[config.mk]
export PLATFORM = sky130hd
export DESIGN_NAME = uart_tx_arbiter
export DESIGN_NICKNAME = d
export VERILOG_FILES = /design/src/rtl/uart_arb_pkg.sv /design/src/rtl/rr_pick.sv /design/src/rtl/uart_tx_arbiter.sv
export SDC_FILE = /design/constraint.sdc
export NUM_CORES = 1
export LEC_CHECK = 0
export BUFFER_PORTS_ARGS = -buffer_cell sky130_fd_sc_hd__buf_2
export CAP_MARGIN = 5
export CORE_MARGIN = 1.5
export CORE_UTILIZATION = 35
export CTS_CLUSTER_DIAMETER = 150
export DETAILED_ROUTE_END_ITERATION = 8
export SLEW_MARGIN = 40
export SYNTH_ARGS = -nofsm -noshare
export SYNTH_HDL_FRONTEND = slang
export SYNTH_SLANG_ARGS = --single-unit
[constraint.sdc]
create_clock -name HCLK -period 5.1 [get_ports HCLK]
set_input_delay 0.765 -clock HCLK [delete_from_list [all_inputs] [get_ports HCLK]]
set_output_delay 0.765 -clock HCLK [all_outputs]
set_load 0.02 [all_outputs]
[src/rtl/uart_arb_pkg.sv]
// Shared types and sizing helpers for the UART transmit arbiter.
package uart_arb_pkg;

    typedef enum logic [1:0] {
        IDLE      = 2'd0,
        SEND      = 2'd1,
        WAIT_DONE = 2'd2
    } arb_state_e;

    localparam int DEF_NREQ    = 4;
    localparam int DEF_TIMEOUT = 1024;

    function automatic int gid_width(input int n);
        if (n > 1) begin
            return $clog2(n);
        end else begin
            return 1;
        end
    endfunction

endpackage

[src/rtl/rr_pick.sv]
// Combinational round-robin pick: first valid requester at or after ptr, wrapping.
module rr_pick
    import uart_arb_pkg::*;
#(
    parameter int  NREQ = DEF_NREQ,
    localparam int GW   = gid_width(NREQ)
) (
    input  logic [NREQ-1:0] valid,
    input  logic [GW-1:0]   ptr,
    output logic [NREQ-1:0] grant,
    output logic [GW-1:0]   idx,
    output logic            found
);

    logic [GW-1:0] cand_s;

    // Walk the requesters starting at ptr and keep the first one that is valid.
    always_comb begin
        grant  = {NREQ{1'b0}};
        idx    = {GW{1'b0}};
        found  = 1'b0;
        cand_s = {GW{1'b0}};
        for (int k = 0; k < NREQ; k++) begin
            cand_s = GW'((int'(ptr) + k) % NREQ);
            if (!found && valid[cand_s]) begin
                found         = 1'b1;
                grant[cand_s] = 1'b1;
                idx           = cand_s;
            end else begin
                found = found;
            end
        end
    end

endmodule

[src/rtl/uart_tx_arbiter.sv]
// Round-robin arbiter feeding bytes from NREQ requesters into one UART transmitter,
// with packet locking and a timeout on the transmitter's busy handshake.
module uart_tx_arbiter
    import uart_arb_pkg::*;
#(
    parameter int  NREQ    = DEF_NREQ,
    parameter int  TIMEOUT = DEF_TIMEOUT,
    localparam int GW      = gid_width(NREQ)
) (
    input  logic              HCLK,
    input  logic              HRESETn,
    input  logic              en,
    input  logic [NREQ-1:0]   req_valid,
    input  logic [8*NREQ-1:0] req_data,
    input  logic [NREQ-1:0]   req_last,
    output logic [NREQ-1:0]   req_ready,
    output logic              tx_send,
    output logic [7:0]        tx_dat,
    input  logic              tx_busy,
    output logic [GW-1:0]     grant_id,
    output logic              active,
    output logic              timeout_err
);

    localparam int            CW       = (TIMEOUT > 1) ? $clog2(TIMEOUT) : 1;
    localparam logic [CW-1:0] CNT_LAST = CW'(TIMEOUT - 1);
    localparam logic [GW-1:0] IDX_LAST = GW'(NREQ - 1);

    arb_state_e    state_q, state_d;
    logic [GW-1:0] ptr_q, ptr_d;
    logic          lock_q, lock_d;
    logic          last_q, last_d;
    logic [CW-1:0] cnt_q, cnt_d;
    logic          tx_send_q, tx_send_d;
    logic [7:0]    tx_dat_q, tx_dat_d;
    logic [GW-1:0] grant_id_q, grant_id_d;
    logic          active_q, active_d;
    logic          timeout_err_q, timeout_err_d;

    logic [NREQ-1:0] owner_s;
    logic [NREQ-1:0] elig_s;
    logic [NREQ-1:0] pick_grant_s;
    logic [GW-1:0]   pick_idx_s;
    logic            pick_found_s;
    logic            accept_s;

    // While a packet is locked only its owner may compete.
    always_comb begin
        owner_s = {{(NREQ-1){1'b0}}, 1'b1} << grant_id_q;
        if (lock_q) begin
            elig_s = req_valid & owner_s;
        end else begin
            elig_s = req_valid;
        end
    end

    rr_pick #(
        .NREQ (NREQ)
    ) u_pick (
        .valid (elig_s),
        .ptr   (ptr_q),
        .grant (pick_grant_s),
        .idx   (pick_idx_s),
        .found (pick_found_s)
    );

    // Ready is combinational; gating with HRESETn keeps it quiet throughout reset.
    always_comb begin
        accept_s  = 1'b0;
        req_ready = {NREQ{1'b0}};
        if (HRESETn && en && (state_q == IDLE) && pick_found_s) begin
            accept_s  = 1'b1;
            req_ready = pick_grant_s;
        end else begin
            accept_s  = 1'b0;
        end
    end

    // Next-state and next-output logic of the byte FSM.
    always_comb begin
        state_d       = state_q;
        ptr_d         = ptr_q;
        lock_d        = lock_q;
        last_d        = last_q;
        cnt_d         = cnt_q;
        tx_send_d     = 1'b0;
        tx_dat_d      = tx_dat_q;
        grant_id_d    = grant_id_q;
        timeout_err_d = 1'b0;
        case (state_q)
            IDLE: begin
                if (!en) begin
                    lock_d = 1'b0;
                end else if (accept_s) begin
                    tx_dat_d   = req_data[{pick_idx_s, 3'b000} +: 8];
                    last_d     = req_last[pick_idx_s];
                    lock_d     = req_last[pick_idx_s] ? lock_q : 1'b1;
                    grant_id_d = pick_idx_s;
                    ptr_d      = (pick_idx_s == IDX_LAST) ? {GW{1'b0}} : pick_idx_s + 1'b1;
                    cnt_d      = {CW{1'b0}};
                    tx_send_d  = 1'b1;
                    state_d    = SEND;
                end else begin
                    state_d = IDLE;
                end
            end
            SEND: begin
                if (tx_busy) begin
                    cnt_d   = {CW{1'b0}};
                    state_d = WAIT_DONE;
                end else if (cnt_q == CNT_LAST) begin
                    // Transmitter never answered: drop the byte and any packet lock.
                    cnt_d         = {CW{1'b0}};
                    lock_d        = 1'b0;
                    timeout_err_d = 1'b1;
                    state_d       = IDLE;
                end else begin
                    cnt_d     = cnt_q + 1'b1;
                    tx_send_d = 1'b1;
                end
            end
            WAIT_DONE: begin
                if (!tx_busy) begin
                    lock_d  = last_q ? 1'b0 : lock_q;
                    state_d = IDLE;
                end else begin
                    state_d = WAIT_DONE;
                end
            end
            default: begin
                state_d = IDLE;
            end
        endcase
        active_d = (state_d != IDLE);
    end

    // All arbiter state, cleared asynchronously by HRESETn.
    always_ff @(posedge HCLK or negedge HRESETn) begin
        if (!HRESETn) begin
            state_q       <= IDLE;
            ptr_q         <= {GW{1'b0}};
            lock_q        <= 1'b0;
            last_q        <= 1'b0;
            cnt_q         <= {CW{1'b0}};
            tx_send_q     <= 1'b0;
            tx_dat_q      <= 8'h00;
            grant_id_q    <= {GW{1'b0}};
            active_q      <= 1'b0;
            timeout_err_q <= 1'b0;
        end else begin
            state_q       <= state_d;
            ptr_q         <= ptr_d;
            lock_q        <= lock_d;
            last_q        <= last_d;
            cnt_q         <= cnt_d;
            tx_send_q     <= tx_send_d;
            tx_dat_q      <= tx_dat_d;
            grant_id_q    <= grant_id_d;
            active_q      <= active_d;
            timeout_err_q <= timeout_err_d;
        end
    end

    assign tx_send     = tx_send_q;
    assign tx_dat      = tx_dat_q;
    assign grant_id    = grant_id_q;
    assign active      = active_q;
    assign timeout_err = timeout_err_q;

endmodule

== After elaboration in Yosys (flattened, before gate mapping) ==
Index checks and enable logic that the tools add are counted.
Storage, ports and cells
  output and inout port bits: 17
  word-level logic and storage cells: 123
  bits in registers: 29
Cells by class
  eq/ne operators: 12
  $add $sub $neg: 5
  magnitude comparators: 9
  multiplexer cells: 61
  bitwise gates (word level): 4
  reduce and logical (&&, ||, !) cells: 20
  shift-type cells: 2
Operators by type and width (number)
  2-to-1 mux 10 bit: 4
  indexed part select 32 x 6 -> 8 bit: 1
  2-to-1 mux 1 bit: 29
  2-to-1 mux 4 bit: 6
  case mux 10 bit (2 select lines): 1
  2-to-1 mux 2 bit: 9
  < comparator 2 x 3 -> 1 bit, second input constant: 5
  != test 2 bit, second input constant: 6
  OR 4 bit: 3
  adder 10 x 1 -> 10 bit, second input constant: 1
  binary-select mux 1 bit (select 2 bit): 5
  == test 10 bit, second input constant: 1
  logical AND 1 bit: 10
  demux 1 bit (select 2 bit): 4
  >= comparator 2 x 1 -> 1 bit, second input constant: 4
  AND reduction 7 bit: 1
  != test 3 bit, second input constant: 2
  case mux 2 bit (3 select lines): 1
  AND reduction 3 bit: 2
  adder 2 x 1 -> 2 bit, second input constant: 2
  adder 2 bit, second input constant: 2
  AND 4 bit: 1
  == test 2 bit, second input constant: 2
  nonzero test 2 bit: 2
  other kinds (7): 9

== Longest topological paths before layout ==
  depth in word-level cells: 21
  gate-level depth with buffers: 12
  mapped depth without buffers: 10

== Modules after synthesis ==
A second synthesis with hierarchy kept.
Second synthesis, totals
  cells, all modules: 212
  area total of the unflattened synthesis: 2139.6 µm²
Modules (own cells, without submodules)
  uart_tx_arbiter: cells each 167, times used 1, area each 1717.9 µm², sequential area each 725.7 µm²
  rr_pick: cells each 45, times used 1, area each 421.7 µm², sequential area each 0.0 µm²

== Least setup slack after synthesis ==
No wires, ideal clock.
  path kind: input port to output port
  start: input port req_valid[3]
  end: output port req_ready[0]
  path slack: 2.152 ns
  data arrival time: 2.183 ns
  buffers on the path: 0
  stages: 6
  cell sequence: mux2i_1 -> o211a_1 -> or4_4 -> a21boi_4 -> nand2_1 -> a21oi_1
On the way
  longest elaborated chain between the ends: 16
  elaborated cells between the ends (all ways): 29
  those cells by class: mux (18); bitwise (4); reduce/logical (7)
Ends and longest elaborated chain
  start: declaration: RTL line uart_tx_arbiter.sv:13  | input logic [NREQ-1:0] req_valid,
  AND 4 bit: RTL line uart_tx_arbiter.sv:51  | elig_s = req_valid & owner_s;
  2-to-1 mux 4 bit *: RTL line uart_tx_arbiter.sv:50  | if (lock_q) begin
  binary-select mux 1 bit (select 2 bit): RTL line rr_pick.sv:25  | if (!found && valid[cand_s]) begin
  2-to-1 mux 1 bit (implied by the code): RTL line rr_pick.sv:25
  2-to-1 mux 1 bit: RTL line rr_pick.sv:25
  zero test 1 bit: RTL line rr_pick.sv:25
  logical AND 1 bit: RTL line rr_pick.sv:25
  2-to-1 mux 1 bit: RTL line rr_pick.sv:25
  zero test 1 bit: RTL line rr_pick.sv:25
  logical AND 1 bit: RTL line rr_pick.sv:25
  2-to-1 mux 1 bit: RTL line rr_pick.sv:25
  zero test 1 bit: RTL line rr_pick.sv:25
  logical AND 1 bit: RTL line rr_pick.sv:25
  2-to-1 mux 1 bit: RTL line rr_pick.sv:25
  logical AND 1 bit: RTL line uart_tx_arbiter.sv:71  | if (HRESETn && en && (state_q == IDLE) && pick_found_s) begin
  2-to-1 mux 4 bit *: RTL line uart_tx_arbiter.sv:71
  end: declaration: RTL line uart_tx_arbiter.sv:16  | output logic [NREQ-1:0] req_ready,
Mark *: on every way between the ends. The rest lies on a longest branch, timed or not. The select of a mux whose other input is x is not followed.

== Worst setup path in the final report ==
  start: register ptr_q[0]
  end: output port req_ready[1]
On the way
  longest elaborated chain between the ends: 14
  elaborated cells between the ends (all ways): 50
  those cells by class: add/sub (3); order compare (8); mux (25); bitwise (3); reduce/logical (11)
Ends and longest elaborated chain
  start: declaration: RTL line uart_tx_arbiter.sv:30  | logic [GW-1:0] ptr_q, ptr_d;
  start signal: assignment: RTL line uart_tx_arbiter.sv:141  | ptr_q <= {GW{1'b0}};
  start signal: assignment: RTL line uart_tx_arbiter.sv:152  | ptr_q <= ptr_d;
  branches (longest 13 deep; another with < comparator 2 x 3 -> 1 bit)
  2-to-1 mux 4 bit *: RTL line uart_tx_arbiter.sv:71
Mark *: on every way between the ends. The select of a mux whose other input is x is not followed.

==> impl_metrics.json <==
{
  "clkLatencyLatePin_ns": 0.28,
  "crit_required_ns": 4.34,
  "antenna_found_initial": 0,
  "hold_class": "primary input to async pin",
  "power_density_nw_per_um2": 597,
  "port_buffers": 60,
  "vias": 1974,
  "critPathLaunchType": "register",
  "synth_edf_count": 0,
  "postRouteAntennaNets": 0,
  "slew_violations": 0,
  "nFillCells": 580,
  "rsz0062_at_grt": "false",
  "setup.worst_path.start": "ptr_q[0]",
  "htreeDepth": 2,
  "clockBufferDepth": 2,
  "synth_seq_cells": 29,
  "cts.hold.buffers_added": 0,
  "use_met3_pct": 2.89,
  "synth_top_area_share_pct": 33.5,
  "area_growth_syn_to_layout_pct": 22.7,
  "drive_gt1_share_pct": 29.6,
  "grt-ovfl-total": 0,
  "synthTopCellsByArea": "dfrtp_1, o21ai_0, ha_1, nand2_1, mux2i_1",
  "antennaDiodeCount": 0,
  "ys_warn_count": 0,
  "max_freq_mhz": 274,
  "peakVddDrop_mv": 0.287,
  "power_mw": 1.59,
  "postCtsSetupBuffers": 0,
  "cap_violations": 0,
  "design.core.area_sq_um": 5960,
  "cp-end-kind": "output port",
  "reg2reg_from": "ptr_q[0]",
  "die_h_um": 81.7,
  "syn_inst": 243,
  "cp.arrival_ns": 2.89,
  "min_period_ns": 3.65,
  "pin_count": 61,
  "clkTransAtPathRegs_ns": 0.06,
  "setup_viol": 0,
  "top_usage_layer": "met2",
  "grt_usage_pct": 15.7,
  "place_hpwl_um": 3660,
  "synth-async-reset-ratio_pct": 100,
  "viasPerCell": 5.21,
  "hold_viol": 0,
  "globalplace.congestion": 0.869,
  "leakage_nw": 1.30,
  "syn_area_sq_um": 2170,
  "synth_largest_area_cell": "dfrtp_1",
  "cts_buffers": 5,
  "synthFlopType": "dfrtp_1",
  "drt-total-wl_um": 4930,
  "tns_ns": 0,
  "grt_use_met2_pct": 24.6,
  "whs_ns": 0.477,
  "syn_nets": 301,
  "grt_pass1_wl_um": 8090,
  "worstMarginPinSlew_ns": 0.659,
  "critPathKind": "register to output port",
  "stdcell_area_sq_um": 2660,
  "fin_util_pct": 44.7,
  "wl_per_cell_um": 13.0,
  "rows": 28,
  "grt_max_degree": 31,
  "grt_pass1_vias": 1767,
  "drt_iter0_markers": 113,
  "firstDrtPassIters": 4,
  "cts_resized": 0,
  "dieArea_sq_um": 6680,
  "finalClockSkew_ns": 0.00655,
  "outcome": "completed",
  "syn-mean-instance-area_sq_um": 8.92,
  "place_area_sq_um": 2560,
  "fp.dieW_um": 81.7,
  "ys_types": 46,
  "nNetsFinal": 361,
  "finalCritPeriodShare_pct": 71.6,
  "drc": 0,
  "start_util_pct": 36.4,
  "synth_seq_area_share_pct": 33.5,
  "tritoncts": "done",
  "slew_headroom_pct": 55.9,
  "clock_sinks": 29,
  "crit_path_max_fanout": 16,
  "met1_usage_pct": 21.3,
  "clock-root-buffer": "clkbuf_8"
}
-- cell usage in the layout, fill, tap and decap left out, types with 4 or more instances in the layout --
master	synthesis	routed
buf_2	3	60
ha_1	14	14
o21ai_0	39	39
dfrtp_1	29	29
o31ai_1	6	6
a21oi_1	8	7
a222oi_1	4	4
inv_1	9	9
clkbuf_8	0	7
nand3_1	4	4
nand2b_1	9	9
mux2i_1	13	13
and3_1	7	7
nor2_1	12	12
mux2_2	9	9
nand2_1	35	35
-- power by group --
| part | internal (mW) | total (mW) | switching (mW) |
|---|---|---|---|
| Clock | 0.122 | 0.206 | 0.0846 |
| Combinational | 0.428 | 0.991 | 0.563 |
| Sequential | 0.302 | 0.390 | 0.0887 |
-- sequential cells by signal, summed over array words and instances, names as in the netlist --
| register | count |
|---|---|
| active | 1 |
| last_q | 1 |
| state_q | 2 |
| timeout_err | 1 |
| tx_send | 1 |
| cnt_q | 10 |
| grant_id | 2 |
| ptr_q | 2 |
| tx_dat | 8 |
| lock_q | 1 |
-- cell families (layout without fill, tap and decap cells) --
| logic type | count (synthesis) | in the layout | share of synthesized area [%] |
|---|---|---|---|
| compound gates | 79 | 79 | 25.5 |
| mux | 22 | 22 | 10.7 |
| buf+inv | 18 | 79 | 3.81 |
| fa+ha+maj | 14 | 14 | 8.08 |
| flops | 29 | 29 | 33.5 |
| simple gates | 81 | 81 | 18.5 |
-- layout make-up --
type	instances	area (sq um)	area share (%)
sequential	29	726	27.3
clock buffer	7	96.3	3.62
timing repair buffer	62	323	12.1
inverter	9	33.8	1.27
tap	75	93.8	3.53
clock inverter	1	5.00	0.188
multi-input combinational	196	1380	52.0
-- synthesized netlist by cell type (6+ instances only) --
master and n:
o21ai_0 39, nand2_1 35, dfrtp_1 29, ha_1 14
mux2i_1 13, nor2_1 12, inv_1 9, mux2_2 9
nand2b_1 9, a21oi_1 8, and3_1 7, o31ai_1 6
-- metrics by stage --
stage,instances,worst slack [ns]
floorplan,243,2.15
global placement,370,1.62
detailed placement,371,1.55
CTS,379,1.43
global route,379,1.12
finish,379,1.45
-- critical path: stages (launching register included) --
cell and delay, ns:
dfrtp_1 0.73, inv_1 0.26, ha_1 0.47, o31ai_1 0.34, nor2b_1 0.18, a222oi_1 0.34, a21oi_1 0.11, buf_2 0.18
-- final timing paths --
path | end | slack (ns) | cells after the start
setup / recovery | req_ready[1] | 1.45 | 7
hold / removal | tx_send | 0.48 | 2
setup reg to reg | lock_q | 1.59 | 8
hold reg to reg | cnt_q[9] | 0.48 | 1
max in group asynchronous | cnt_q[9] | 4.33 | 2
min in group HCLK | cnt_q[9] | 0.48 | 1
-- per-layer routing --
metal | vias up | share of wire (%)
met1 | 893 | 49
met3 | 6 | 4.8
li1 | 1017 | -
met2 | 58 | 45
met4 | 0 | 1.2
met5 | - | 0
Note: power is estimated with default switching activity, not from simulation.
